[src/rtl/id_hazard_ctrl.sv]
// =============================================================================
// Module   : id_hazard_ctrl
// Purpose  : ID-stage scoreboard hazard controller with stall watchdog.
//            Optional stall statistics enabled by defining HAZARD_STATS_EN.
// Revision : 1.0 - initial release
// =============================================================================
`default_nettype none

module id_hazard_ctrl #(
   parameter int NUM_REGS    = 16,
   parameter int CNT_W       = 2,
   parameter int STALL_LIMIT = 64
) (
   input  logic                clk,
   input  logic                rst,
   input  logic                id_valid,
   input  logic                id_reg1_read,
   input  logic [3:0]          id_reg1_addr,
   input  logic                id_reg2_read,
   input  logic [3:0]          id_reg2_addr,
   input  logic                id_wreg,
   input  logic [3:0]          id_wd,
   input  logic                wb_wreg,
   input  logic [3:0]          wb_wd,
   input  logic                flush,
   output logic                stall_o,
   output logic                bubble_o,
   output logic                issue_o,
   output logic [NUM_REGS-1:0] busy_o,
   output logic                timeout_o,
   output logic [15:0]         stall_cnt_o
);

   localparam int             AW      = 4;
   localparam int             WD_W    = $clog2(STALL_LIMIT + 1);
   localparam logic [CNT_W-1:0] CNT_MAX = {CNT_W{1'b1}};

   typedef enum logic [1:0] {
      S_RUN   = 2'd0,
      S_STALL = 2'd1,
      S_HUNG  = 2'd2
   } state_t;

   logic [NUM_REGS-1:0][CNT_W-1:0] cnt_q, cnt_d;
   logic [NUM_REGS-1:0][CNT_W-1:0] eff_w;
   logic [NUM_REGS-1:0]            wb_hit_w;
   logic                           raw_w, ovf_w;

   state_t                         state_q, state_d;
   logic [WD_W-1:0]                wd_q, wd_d, wd_inc_w;
   logic                           timeout_q, timeout_d;

   // A writeback to an idle register is ignored, so it never lowers eff below 0.
   always_comb begin
      for (int r = 0; r < NUM_REGS; r++) begin
         wb_hit_w[r] = wb_wreg && (wb_wd == AW'(r)) && (cnt_q[r] != '0);
         eff_w[r]    = cnt_q[r] - CNT_W'(wb_hit_w[r]);
         busy_o[r]   = (cnt_q[r] != '0);
      end
   end

   always_comb begin
      raw_w = id_valid &&
              ((id_reg1_read && (eff_w[id_reg1_addr] != '0)) ||
               (id_reg2_read && (eff_w[id_reg2_addr] != '0)));
      ovf_w = id_valid && id_wreg && (id_wd != '0) && (eff_w[id_wd] == CNT_MAX);
   end

   assign stall_o  = (raw_w || ovf_w) && !flush && !rst;
   assign bubble_o = stall_o;
   assign issue_o  = id_valid && !stall_o && !flush && !rst;

   always_comb begin
      cnt_d = cnt_q;
      if (flush) begin
         cnt_d = '0;
      end else begin
         for (int r = 1; r < NUM_REGS; r++) begin
            if (issue_o && id_wreg && (id_wd == AW'(r)) && !wb_hit_w[r])
               cnt_d[r] = cnt_q[r] + 1'b1;
            else if (wb_hit_w[r] && !(issue_o && id_wreg && (id_wd == AW'(r))))
               cnt_d[r] = cnt_q[r] - 1'b1;
         end
      end
      cnt_d[0] = '0;
   end

   always_ff @(posedge clk or posedge rst) begin
      if (rst) cnt_q <= '0;
      else     cnt_q <= cnt_d;
   end

   assign wd_inc_w = wd_q + 1'b1;

   always_comb begin
      state_d   = state_q;
      wd_d      = wd_q;
      timeout_d = timeout_q;
      if (flush) begin
         state_d   = S_RUN;
         wd_d      = '0;
         timeout_d = 1'b0;
      end else begin
         case (state_q)
            S_RUN, S_STALL: begin
               if (stall_o) begin
                  wd_d = wd_inc_w;
                  if (wd_inc_w >= WD_W'(STALL_LIMIT)) begin
                     state_d   = S_HUNG;
                     timeout_d = 1'b1;
                  end else begin
                     state_d = S_STALL;
                  end
               end else begin
                  state_d = S_RUN;
                  wd_d    = '0;
               end
            end
            S_HUNG: begin
               if (!stall_o) begin
                  state_d = S_RUN;
                  wd_d    = '0;
               end
            end
            default: begin
               state_d = S_RUN;
               wd_d    = '0;
            end
         endcase
      end
   end

   always_ff @(posedge clk or posedge rst) begin
      if (rst) begin
         state_q   <= S_RUN;
         wd_q      <= '0;
         timeout_q <= 1'b0;
      end else begin
         state_q   <= state_d;
         wd_q      <= wd_d;
         timeout_q <= timeout_d;
      end
   end

   assign timeout_o = timeout_q;

`ifdef HAZARD_STATS_EN
   logic [15:0] stall_cnt_q;

   // Survives flush on purpose: only reset clears the statistic.
   always_ff @(posedge clk or posedge rst) begin
      if (rst)
         stall_cnt_q <= '0;
      else if (stall_o && (stall_cnt_q != 16'hFFFF))
         stall_cnt_q <= stall_cnt_q + 16'd1;
   end

   assign stall_cnt_o = stall_cnt_q;
`else
   assign stall_cnt_o = 16'h0000;
`endif

endmodule

`default_nettype wire

[config.mk]
export PLATFORM = sky130hd
export DESIGN_NAME = id_hazard_ctrl
export DESIGN_NICKNAME = d
export VERILOG_FILES = /design/src/rtl/id_hazard_ctrl.sv
export SDC_FILE = /design/constraint.sdc
export NUM_CORES = 1
export LEC_CHECK = 0
export BUFFER_PORTS_ARGS = -buffer_cell sky130_fd_sc_hd__buf_2
export CORE_MARGIN = 2
export CORE_UTILIZATION = 30
export CTS_CLUSTER_DIAMETER = 150
export DETAILED_ROUTE_END_ITERATION = 12
export GPL_TIMING_DRIVEN = 0
export HOLD_SLACK_MARGIN = 0.12
export PLACE_DENSITY = 0.55
export SLEW_MARGIN = 20
export SYNTH_ARGS = -nofsm -noshare
export SYNTH_HDL_FRONTEND = slang
export SYNTH_SLANG_ARGS = --single-unit
[constraint.sdc]
create_clock -name clk -period 4.6 [get_ports clk]
set_clock_uncertainty 0.1 [all_clocks]
set_input_delay 0.69 -clock clk [delete_from_list [all_inputs] [get_ports clk]]
set_output_delay 0.69 -clock clk [all_outputs]
set_load 0.01 [all_outputs]
# Yosys cells after proc, flatten, opt, wreduce, memory -nomap -nowiden
# Cells that the tools add are included.
# Widths: inputs -> output; s select.
# op_classes
n_addsub	46
magnitude_cmp	4
n_eq_ne	34
mux	50
reduce_logical	161
# op_table
cell	n
$logic_and 1x1->1	87
$mux 2	37
$eq 4x4->1 const B	16
$reduce_bool 3->1	15
$reduce_bool 2->1	20
$logic_not 1->1	33
$eq 4x3->1 const B	8
$add 2x1->2 const B	15
$mux 30	1
$sub 2x1->2	15
$sub 2x1->2 const B	15
$bmux 2 s4	3
$mux 7	3
$eq 4x2->1 const B	4
$lt 4x5->1 const B	3
$pmux 7 s2	1
$eq 4x1->1 const B	2
$add 7x1->7 const B	1
$ge 7x7->1 const B	1
$eq 2x2->1 const B	2
$mux 1	4
$pmux 2 s2	1
$reduce_bool 4->1	1
$ne 3x3->1 const B	1
other kinds (5)	6
# totals
ff_bits	40
output_inout_bits	36

# Depth between registers and ports, before layout
# Gate-level depths: netlist (run 1).
# logic_depth
ltp_word	24
depth_mapped	14
ltp_nobuf	12

# Worst setup path after synthesis (run 1)
# OpenSTA, ideal clock, no wires.
# synth_path
path_kind	input to output
from	input wb_wd[1]
to	output stall_o
arrival_time_ns	3.343
t_required_ns	3.810
slack_ns	0.467
stages	13
n_path_buf	2
path_cell_list	nand3b_1 nor4b_1 ha_1 xor2_1 o221ai_1 a311o_1 a2bb2oi_4 nand3_1 nand2_1 a31o_2 clkbuf_1 inv_1 buf_4
# synth_via
elab_chain_len	13
# synth_rtl
element	line_no	text
start: declaration	24	input logic [3:0] wb_wd,
$eq 4x1->1 (tied with other cells)	56	wb_hit_w[r] = wb_wreg && (wb_wd == AW'(r)) && (cnt_q[r] != '0);
$logic_and 1x1->1 (2 in series)	56	
$sub 2x1->2	57	eff_w[r] = cnt_q[r] - CNT_W'(wb_hit_w[r]);
$bmux 2 s4 (on tied branches)	64, 65	
$mux 2 (on tied branches)	64, 65	
$reduce_bool 2->1 (on tied branches)	64, 65	
$logic_and 1x1->1 (on tied branches)	64, 65	
$logic_or 1x1->1	64	((id_reg1_read && (eff_w[id_reg1_addr] != '0)) ||
$logic_and 1x1->1	63	raw_w = id_valid &&
$logic_or 1x1->1 *	69	assign stall_o = (raw_w || ovf_w) && !flush && !rst;
$logic_and 1x1->1 * (2 in series)	69	
end: declaration	26	output logic stall_o,
# Every way passes the cells marked *; elsewhere a longest branch is shown, timed or not. The select of a mux whose other input is x is not followed.

# Worst setup path after layout (run 1)
# layout_path
from	input wb_wd[3]
to	output stall_o
# Same word-level chain as after synthesis.

==> results.md, run 1 <==
* Status: complete, no violations
* Yosys cell types at 69
* Final Wtd Congestion at around 0.9
* Finished Layout Cells at between 700 and 800
* Max frequency at roughly 230 MHz
* Drt first pass iters at 4
* CP peak stage delay at 420 ps
* Final setup fails at 0
* Fraction of final layout cells with drive strength greater than 1 at 0.235
* Worst Tran Pin Value at a little over 700 ps
* Setup crit end: stall_o
* Vias in the first global route at 3502
* GRT Overall Usage at 0.169
* Post-placement cell count at approximately 700
* Most instantiated cells after synthesis: nor2_1, nand2_1, dfrtp_1, inv_1, xnor2_1
* IO Port Bufs at 38
* Leakage at ~2.1 nW
* Max-slew violations at 0
* Iteration-0 DRC Markers at 236
* Max Root-Sink Buffers at 2
* Largest cells by area after synthesis: dfrtp_1, xnor2_1, nor2_1
* Asr flop ratio synth at 1.00
* WL final at 11500 microns
* Max cap viols at 0
* Synth top area share at 0.256
* Avg WL per Cell at ~16 microns
* Final Hold Violating Endpoints at 0
* Critical path cell sequence: buf_2 -> nand2_1 -> nor3_2 -> ha_1 -> xor2_1 -> o221ai_1 -> a211oi_2 -> nor3_1 -> nand3_1 -> nand2_1 -> a31o_2 -> inv_1 -> buf_4 -> buf_2
* CTS tree: yes
* TritonCTS Sinks at 40
* Residual DRC at 0
* CP Data Arrival Time at 3650 ps
* Initial antenna violation count at 0
* Vias at about 3600
* # rows at approximately 40
* Clock Tree Root: clkbuf_16
* CP bufs+invs at 4
* Critical Path RT at between 3000 and 4000 ps
* Final WS setup at 158 ps
* Post-layout net count at roughly 580
* Place WS at -254 ps
* Worst r2r path cells at 13
* P&R area growth vs syn at 19.8%
* Post-CTS Hold Fix Bufs at 0
* PwrDens at around 200 nW/um^2
* Antenna diodes at 0
* Fin Setup TNS at 0 ps
* R2r setup slk at about 830 ps
* Yosys warns at 0
* Post-synthesis register bit count at 40
* Die W at between 100 and 150 microns
* Worst Setup End Kind: primary output
* Die area at 13900 sq um
* Pin count of the biggest net entering global routing at 23
* Initial Utilization at 0.308
* Synth Instances at between 400 and 500
* Top cell family by delay on the critical path: simple AND/OR/NAND/NOR gates
* Post-placement cell area at about 4400 sq um
* Hold Path Class: input port to asynchronous set/reset pin
* Ys flop type: dfrtp_1
* Reg clk slew, reported paths at ~70 ps
* CP Launch Type: input port
* First-pass GRT wire length at ~19000 microns
* Terminus of the critical flop-to-flop path: cnt_q[25]
* Grt ovf at 0
* Crit path max fanout at 11
* Crit path depth at 14
* Post-synth EDFFs at 0
* H-tree levels at 2
* Slew Limit Headroom at 0.521
* Via density per instance at just over 5
* Peak VDD IR at between 150 and 200 uV
* Minimum clock period at between 4000 and 5000 ps
* Cts bufs inserted at 5
* # fillers at 1364
* Final instance area at ~4700 sq um
* Core box area at 12700 sq um
* WS Path Type: input port to primary output
* Post-synthesis cell area at between 3000 and 4000 sq um
* Die height at about 120 microns
* Antenna-violating nets left at 0
* Critical R2R Launch: cnt_q[9]
* Post-Syn Area per Cell at about 8.2 sq um
* I/O pin count at 60
* Yosys top cell by area: dfrtp_1
* RSZ-0062 raised after global routing: no
* Most numerous cell in the Yosys netlist: nor2_1
* Post-DP HPWL at 9070 microns
* CP startpoint: wb_wd[3]
* Crit path max-delay cell type: nor3_2
* Latest clock arrival within the worst-skew pair at 290 ps
* Register area share after synthesis at 0.256
* Final Cycle Share at 0.966
==> metrics by stage <==
stage	utilization	hold slack, ps	power, mW
final	0.369	327	0.924
after global routing	0.369	366	0.962
after CTS	0.364	339	0.934
after detailed placement	0.347	418	0.501
after global placement	0.345	414	0.498
after floorplan	-	379	0.450
==> timing repair <==
action                                  CTS  global route
endpoints found under the setup margin    2             2
buffers inserted                          0             2
resized for setup                         9             8
==> sequential cells by signal, summed over array words and instances (netlist names) <==
| name | flops |
|---|---|
| cnt_q | 30 |
| wd_q | 7 |
| state_q | 2 |
| timeout_o | 1 |
==> final cells by class <==
| cell class | instances | area [sq um] | share of cell area |
|---|---|---|---|
| Sequential cell | 40 | 1000 | 0.214 |
| Clock inverter | 3 | 46.3 | 0.00990 |
| Timing Repair Buffer | 41 | 233 | 0.0498 |
| Inverter | 33 | 124 | 0.0265 |
| Tap cell | 172 | 215 | 0.0460 |
| Clock buffer | 5 | 125 | 0.0268 |
| Multi-Input combinational cell | 383 | 2710 | 0.580 |
| Buffer | 35 | 221 | 0.0474 |
==> where the power goes <==
group          switching, mW  internal [mW]  total, mW  leakage, nW
Sequential           0.00120          0.353      0.354        0.559
Clock                  0.165          0.258      0.424       0.0804
Combinational         0.0952         0.0515      0.147         1.47
==> layout by cell type, fill, tap and decap left out, types with 5 or more instances in the layout <==
cell type	n
a211oi_1	5
a21oi_1	16
and2_1	5
buf_2	44
buf_4	22
clkbuf_1	8
clkbuf_16	5
conb_1	17
dfrtp_1	40
ha_1	16
inv_1	32
mux2_2	6
mux2i_1	10
nand2_1	41
nand2b_1	12
nand3_1	12
nor2_1	55
nor2b_1	16
nor3_1	13
nor3b_2	5
nor4_1	5
o21ai_0	11
o221ai_1	6
or2_2	14
xnor2_1	30
xor2_1	12
==> cells by family after synthesis <==
kind of cell	synth area share
AOI/OAI and AO/OA	0.146
adders and majority gates	0.0513
other	0.000960
buffers and inverters	0.0894
muxes	0.0516
and+or+nand+nor	0.298
DFF	0.256
xor gates and xnor gates	0.107
==> how the worst min path moves through the flow <==
stage	startpoint	endpoint
6_report	rst	wd_q[0]
2_1_floorplan	cnt_q[21]	cnt_q[21]
5_1_grt	rst	wd_q[0]
4_1_cts	rst	wd_q[0]
3_5_place_dp	cnt_q[21]	cnt_q[21]
3_3_place_gp	cnt_q[21]	cnt_q[21]
==> metal layers <==
metal | up-vias | track usage | share of wire
li1 | 1756 | - | -
met1 | 1740 | 0.227 | 0.47
met2 | 71 | 0.281 | 0.47
met3 | 11 | 0.0286 | 0.041
met4 | 0 | 0.0444 | 0.015
met5 | - | 0 | 0
Power figures use the tool's default switching activity.
==> run 2, diff against run 1 <==
- CORE_UTILIZATION: 30 -> 55
- MAX_ROUTING_LAYER: default -> met4
- PLACE_DENSITY: 0.55 -> 0.85
==> run 2 against run 1 <==
Compared with the run above:
- sequential share of layout area increased by 0.60 points
- final cell count decreased by 11%
- cell area decreased by 2.7%
- flip-flop and latch count unchanged
- first-iteration DRC count increased by 7.2%
- total power decreased by 12%
- routed wire length decreased by 5.5%
- largest power group is now registers
- highest routed layer unchanged
==> results.md, run 2 (synthesized netlist as in run 1, its figures left out) <==
* Status: complete, no violations (unchanged)
* Clock share of power at 0.384 (was 0.458)
* TritonCTS Sinks at 40 (unchanged)
* Crit path max-delay cell type: nor4_1 (was nor3_2)
* Final Wtd Congestion at 0.970 (was 0.922)
* Pin count of the biggest net entering global routing at 24 (was 23)
* Crit path max fanout at 11 (unchanged)
* PwrDens at 178 nW/um^2 (was 198 nW/um^2)
* RSZ-0062 raised after global routing: no (unchanged)
* Latest clock arrival within the worst-skew pair at 310 ps (was 290 ps)
* Via density per instance at 5.91 (was 5.03)
* Cts bufs inserted at 5 (unchanged)
* Post-layout net count at 580 (was 579)
* Critical path cell sequence: buf_2 -> nand3b_1 -> nor3b_1 -> ha_1 -> xor2_1 -> o32ai_1 -> nor4_1 -> nor3_1 -> nand3_1 -> nand2_1 -> a31o_2 -> inv_1 -> buf_4 -> buf_2 (was buf_2 -> nand2_1 -> nor3_2 -> ha_1 -> xor2_1 -> o221ai_1 -> a211oi_2 -> nor3_1 -> nand3_1 -> nand2_1 -> a31o_2 -> inv_1 -> buf_4 -> buf_2)
* Most frequent cells in the layout: nor2_1, buf_2, nand2_1, dfrtp_1, inv_1 (unchanged)
* Slew Limit Headroom at 0.508 (was 0.521)
* Core box area at 6830 sq um (was 12700 sq um)
* Post-placement cell count at 627 (was 703)
* Post-DP HPWL at 8290 microns (was 9070 microns)
* Initial antenna violation count at 0 (unchanged)
* Minimum clock period at 4480 ps (was 4440 ps)
* NetSw at 244 uW (was 262 uW)
* Die area at 7790 sq um (was 13900 sq um)
* Biggest register: cnt_q (unchanged)
* Worst Setup End Kind: primary output (unchanged)
* Largest registers: cnt_q (30), wd_q (7), state_q (2) (unchanged)
* Finished Layout Cells at 637 (was 712)
* Power, Total at 812 uW (was 924 uW)
* Final setup fails at 0 (unchanged)
* Post-CTS Hold Fix Bufs at 0 (unchanged)
* H-tree levels at 2 (unchanged)
* Combinational Power Share at 0.181 (was 0.159)
* Max Root-Sink Buffers at 2 (unchanged)
* Antenna diodes at 0 (unchanged)
* Peak VDD IR at 139 uV (was 168 uV)
* Critical path's most frequent cell: buf_2
* Critical Path RT at 3810 ps (about the same)
* Initial Utilization at 0.572 (was 0.308)
* CP Launch Type: input port (unchanged)
* Hold Path Class: input port to asynchronous set/reset pin (unchanged)
* Final Cycle Share at 0.974 (was 0.966)
* P&R area growth vs syn at 16.5% (was 19.8%)
* Final WS setup at 119 ps (was 158 ps)
* Antenna-violating nets left at 0 (unchanged)
* Clock Tree Root: clkbuf_8 (was clkbuf_16)
* Residual DRC at 0 (unchanged)
* Leakage at 2.09 nW (was 2.11 nW)
* Max-slew violations at 0 (unchanged)
* WS Path Type: input port to primary output (unchanged)
* Vias at 3763 (was 3578)
* Int Pwr at 568 uW (was 663 uW)
* Grt ovf at 0 (unchanged)
* Drt first pass iters at 5 (was 4)
* Final Hold Violating Endpoints at 0 (unchanged)
* Avg WL per Cell at 17.0 microns (was 16.1 microns)
* Place WS at -345 ps (was -254 ps)
* WL final at 10800 microns (was 11500 microns)
* Net Sw Frac at 0.301 (was 0.283)
* GRT Overall Usage at 0.300 (was 0.169)
* # rows at 30 (was 41)
* Max cap viols at 0 (unchanged)
* Share of power burned in registers at 0.435 (was 0.383)
* R2r setup slk at 740 ps (was 830 ps)
* Max frequency at 223 MHz (was 225 MHz)
* I/O pin count at 60 (unchanged)
* Most common cell after layout, fill and taps aside: nor2_1 (unchanged)
* Reg clk slew, reported paths at 90 ps (was 70 ps)
* Iteration-0 DRC Markers at 253 (was 236)
* IO Port Bufs at 38 (unchanged)
* CTS tree: yes (unchanged)
* CP peak stage delay at 580 ps (was 420 ps)
* Max reg flops at 30 (unchanged)
* Vias in the first global route at 3543 (was 3502)
* Fraction of final layout cells with drive strength greater than 1 at 0.238 (was 0.235)
* Worst Tran Pin Value at 732 ps (was 719 ps)
* Die height at 88.3 microns (was 118 microns)
* Die W at 88.3 microns (was 118 microns)
* CP Data Arrival Time at 3690 ps (was 3650 ps)
* First-pass GRT wire length at 17400 microns (was 18700 microns)
* Fin Setup TNS at 0 ps (unchanged)
==> run 2: power groups by stage <==
stage / logic, mW / clock network, mW / registers, mW
CTS: 0.142 / 0.316 / 0.353
finish: 0.147 / 0.311 / 0.354
floorplan: 0.0899 / 0 / 0.360
global placement: 0.134 / 0 / 0.360
global route: 0.158 / 0.324 / 0.354
detailed placement: 0.137 / 0 / 0.360
==> run 2: worst max-delay path: cells and delay by family <==
family | cells | cell delay [ps]
AO/OA/AOI/OAI | 2 | 460
XOR/XNOR | 1 | 260
adder cells (fa/ha/maj) | 1 | 210
buffers and inverters | 4 | 470
AND/OR/NAND/NOR | 6 | 1610
==> run 2: stage by stage <==
step                      cell area (sq um)  hold slack [ps]   util
final                                  4550              286  0.666
after CTS                              4510              298  0.660
after detailed placement               4300              429  0.630
after global placement                 4280              408  0.626
after floorplan                        3970              379      -
after global routing                   4550              331  0.666
==> run 2: final cells by class <==
cell class,instances,area (sq um)
Tap cell,96,120
Sequential cell,40,1000
Clock inverter,3,46.3
Fill cell,586,2280
Multi-Input combinational cell,383,2730
Buffer,35,221
Timing Repair Buffer,42,240
Clock buffer,5,68.8
Inverter,33,124
==> run 2: what timing repair did <==
action / CTS / global route
pin swaps: 1 / 0
setup endpoints to repair: 2 / 1
resized for setup: 12 / 7
buffers inserted: 3 / 0
==> run 2: layer usage <==
metal  track usage  routed length [microns]
met5             -                        0
met4         0.113                      275
met3        0.0476                      654
met2         0.481                     5200
met1         0.382                     4720
==> run 2: path summary, 6_finish.rpt <==
| path | from | to | depth (start not counted) |
|---|---|---|---|
| hold / removal | rst | cnt_q[5] | 2 |
| hold reg to reg | timeout_o | timeout_o | 2 |
| max in group asynchronous | rst | state_q[0] | 3 |
| setup / recovery | wb_wd[0] | stall_o | 14 |
| setup reg to reg | cnt_q[9] | cnt_q[27] | 13 |
| min in group clk | timeout_o | timeout_o | 2 |
==> run 3, diff against run 2 <==
- ABC_AREA: default -> 1
- CAP_MARGIN: default -> 15
- CORE_ASPECT_RATIO: default -> 1.25
- PLACE_DENSITY: 0.85 -> 0.84
==> run 3 against run 2 <==
Compared with the run above:
- count of clock-buffer cells in the layout unchanged
- hold slack improved by 25 ps
- sequential power up 38%
- critical path depth grew 5
- total power is 73% higher
- combinational power increased to 4.2 times the previous value
- flip-flop and latch count unchanged
- die area grew 8.8%
- cell area up 5.0%
- utilization fell by 2.4 points
- routed wire length up 16%
- critical path type unchanged
- critical endpoint unchanged
- largest power group is now combinational cells
- highest routed layer unchanged
==> results.md, run 3 <==
* Post-CTS Setup Bufs at 0 (was 3)
* Core box area at 7440 sq um (was 6830 sq um)
* Final instance area at 4780 sq um (was 4550 sq um)
* Grt ovf at 0 (unchanged)
* Combinational Power Share at 0.438 (was 0.181)
* Post-layout net count at 836 (was 580)
* Max-slew violations at 0 (unchanged)
* Yosys top cell by area: dfrtp_1 (unchanged)
* Hold Path Class: input port to asynchronous set/reset pin (unchanged)
* Drt first pass iters at 6 (was 5)
* Max Root-Sink Buffers at 2 (unchanged)
* Post-synthesis mux area share at 0 (was 0.0516)
* Most numerous cell in the Yosys netlist: nand2_1 (was nor2_1)
* Post-placement cell area at 4670 sq um (was 4300 sq um)
* Post-DP HPWL at 9900 microns (was 8290 microns)
* Peak VDD IR at 240 uV (was 139 uV)
* First-pass GRT wire length at 20900 microns (was 17400 microns)
* Most instantiated cells after synthesis: nand2_1, inv_1, nand3_1, nor2_1, dfrtp_1 (was nor2_1, nand2_1, dfrtp_1, inv_1, xnor2_1)
* Largest family of logic cells by synthesized area: simple AND/OR/NAND/NOR gates (unchanged)
* RSZ-0062 raised after global routing: no (unchanged)
* I/O pin count at 60 (unchanged)
* Max frequency at 248 MHz (was 223 MHz)
* Die area at 8480 sq um (was 7790 sq um)
* Antenna diodes at 0 (unchanged)
* Vias in the first global route at 4627 (was 3543)
* CP Launch Type: input port (unchanged)
* Power, Total at 1.41 mW (was 812 uW)
* Initial Utilization at 0.573 (was 0.572)
* CP Data Arrival Time at 3240 ps (was 3690 ps)
* Fin Setup TNS at 0 ps (unchanged)
* Pin count of the biggest net entering global routing at 24 (unchanged)
* Slew Limit Headroom at 0.451 (was 0.508)
* Max reg flops at 30 (unchanged)
* Minimum clock period at 4030 ps (was 4480 ps)
* CP startpoint: wb_wd[0] (unchanged)
* WS Path Type: input port to primary output (unchanged)
* Die W at 82.7 microns (was 88.3 microns)
* Antenna-violating nets left at 0 (unchanged)
* Critical R2R Launch: cnt_q[3] (was cnt_q[9])
* Clock Tree Root: clkbuf_8 (unchanged)
* Final setup fails at 0 (unchanged)
* Critical Path RT at 3810 ps (about the same)
* Die height at 102 microns (was 88.3 microns)
* # rows at 35 (was 30)
* Residual DRC at 0 (unchanged)
* Iteration-0 DRC Markers at 352 (was 253)
* Via density per instance at 5.46 (was 5.91)
* Worst Tran Pin Value at 824 ps (was 732 ps)
* Int Pwr at 793 uW (was 568 uW)
* Reg clk slew, reported paths at 100 ps (was 90 ps)
* Share of power burned in registers at 0.348 (was 0.435)
* PwrDens at 294 nW/um^2 (was 178 nW/um^2)
* Ys flop type: dfrtp_1 (unchanged)
* Synth Area in Compound Gates at 0.0499 (was 0.146)
* Storage element area at 1000 sq um (unchanged)
* Post-synthesis cell area at 4260 sq um (was 3900 sq um)
* Asr flop ratio synth at 1.00 (unchanged)
* Post-CTS Hold Fix Bufs at 0 (unchanged)
* Post-Syn Area per Cell at 5.82 sq um (was 8.20 sq um)
* Final Hold Violating Endpoints at 0 (unchanged)
* Multi-input gate area at 2590 sq um (was 2730 sq um)
* Status: complete, no violations (unchanged)
* Clock share of power at 0.215 (was 0.384)
* Cts repair resizes at 0 (was 12)
* Net Sw Frac at 0.436 (was 0.301)
* Most common cell after layout, fill and taps aside: nand2_1 (was nor2_1)
* Largest registers: cnt_q (30), wd_q (7), state_q (2) (unchanged)
* Post-synth EDFFs at 0 (unchanged)
* Synth Area in Simple Gates at 0.483 (was 0.298)
* Largest cells by area after synthesis: dfrtp_1, nand2_1, inv_1 (was dfrtp_1, xnor2_1, nor2_1)
* GRT Overall Usage at 0.333 (was 0.300)
* Final Cycle Share at 0.876 (was 0.974)
* Final WS setup at 568 ps (was 119 ps)
* Worst Setup End Kind: primary output (unchanged)
* Register area share after synthesis at 0.235 (was 0.256)
* Post-synthesis register bit count at 40 (unchanged)
* Synth top area share at 0.235 (was 0.256)
* Leakage at 2.74 nW (was 2.09 nW)
* NetSw at 613 uW (was 244 uW)
* IO Port Bufs at 40 (was 38)
* H-tree levels at 2 (unchanged)
* Fraction of final layout cells with drive strength greater than 1 at 0.129 (was 0.238)
* Post-synthesis xor/xnor area fraction at 0.0123 (was 0.107)
* Adder-cell share of the synthesized area at 0.0470 (was 0.0513)
* # fillers at 735 (was 586)
* Yosys cell types at 34 (was 69)
* WL final at 12600 microns (was 10800 microns)
* Synth Instances at 732 (was 476)
* Final Wtd Congestion at 0.978 (was 0.970)
* Max cap viols at 0 (unchanged)
* Latest clock arrival within the worst-skew pair at 310 ps (about the same)
* Cts bufs inserted at 5 (unchanged)
* Yosys warns at 0 (unchanged)
* P&R area growth vs syn at 12.1% (was 16.5%)
* Avg WL per Cell at 14.2 microns (was 17.0 microns)
* Place WS at 629 ps (was -345 ps)
* Crit path max fanout at 4 (was 11)
* Most frequent cells in the layout: nand2_1, inv_1, nand3_1, nor2_1, buf_2 (was nor2_1, buf_2, nand2_1, dfrtp_1, inv_1)
* TritonCTS Sinks at 40 (unchanged)
* Vias at 4854 (was 3763)
* CTS tree: yes (unchanged)
* Initial antenna violation count at 0 (unchanged)
* Biggest register: cnt_q (unchanged)
run 3: cell type report:
cell class	count	area share
Timing Repair Buffer	41	0.0477
Clock inverter	3	0.00891
Multi-Input combinational cell	537	0.542
Inverter	140	0.110
Sequential cell	40	0.210
Tap cell	92	0.0241
Buffer	31	0.0437
Clock buffer	5	0.0144
run 3: power by group through the flow:
stage                     sequential (mW)  combinational, mW  clock [mW]
final                               0.489              0.615       0.302
after global routing                0.499              0.704       0.321
after CTS                           0.486              0.608       0.306
after detailed placement            0.493              0.604           0
after global placement              0.489              0.580           0
after floorplan                     0.471              0.442           0
run 3: metrics by stage:
stage	std cells	hold slack [ps]	util
floorplan	748	361	-
global placement	880	365	0.623
detailed placement	881	366	0.627
CTS	889	315	0.642
global route	889	356	0.642
finish	889	312	0.642
run 3: metal layers:
| metal | up-vias | wire [microns] | GRT usage |
|---|---|---|---|
| met3 | 49 | 916 | 0.0565 |
| met4 | 0 | 658 | 0.194 |
| li1 | 2401 | - | - |
| met1 | 2212 | 5240 | 0.410 |
| met2 | 192 | 5780 | 0.511 |
| met5 | - | 0 | - |
run 3: critical path: stages:
cell     delay (ps)
buf_2           120
nor2_1          100
inv_1            70
nor2_1          200
inv_1           100
nor3_1          310
ha_1            240
inv_1            40
nand2_1          70
nand2_1          70
o21ai_0         220
nand4_1         130
a21oi_1         190
nand3_2         140
nand2_1         100
nand3_1         110
inv_1           120
buf_4           110
buf_2           110
run 3: path summary, 6_finish.rpt:
path / endpoint / slack [ps] / cells past startpoint
max: stall_o / 570 / 19
min: cnt_q[12] / 310 / 2
max reg2reg: cnt_q[5] / 1450 / 19
min reg2reg: timeout_o / 390 / 2
max in group asynchronous: cnt_q[20] / 3610 / 3
min in group clk: timeout_o / 390 / 2
run 3: kinds of logic (layout without fill, tap and decap cells):
group,count (synthesis),count (layout)
compound gates,39,39
xor+xnor,6,6
fa+ha+maj,16,16
buf+inv,171,220
flops,40,40
other cells,1,17
simple gates,459,459
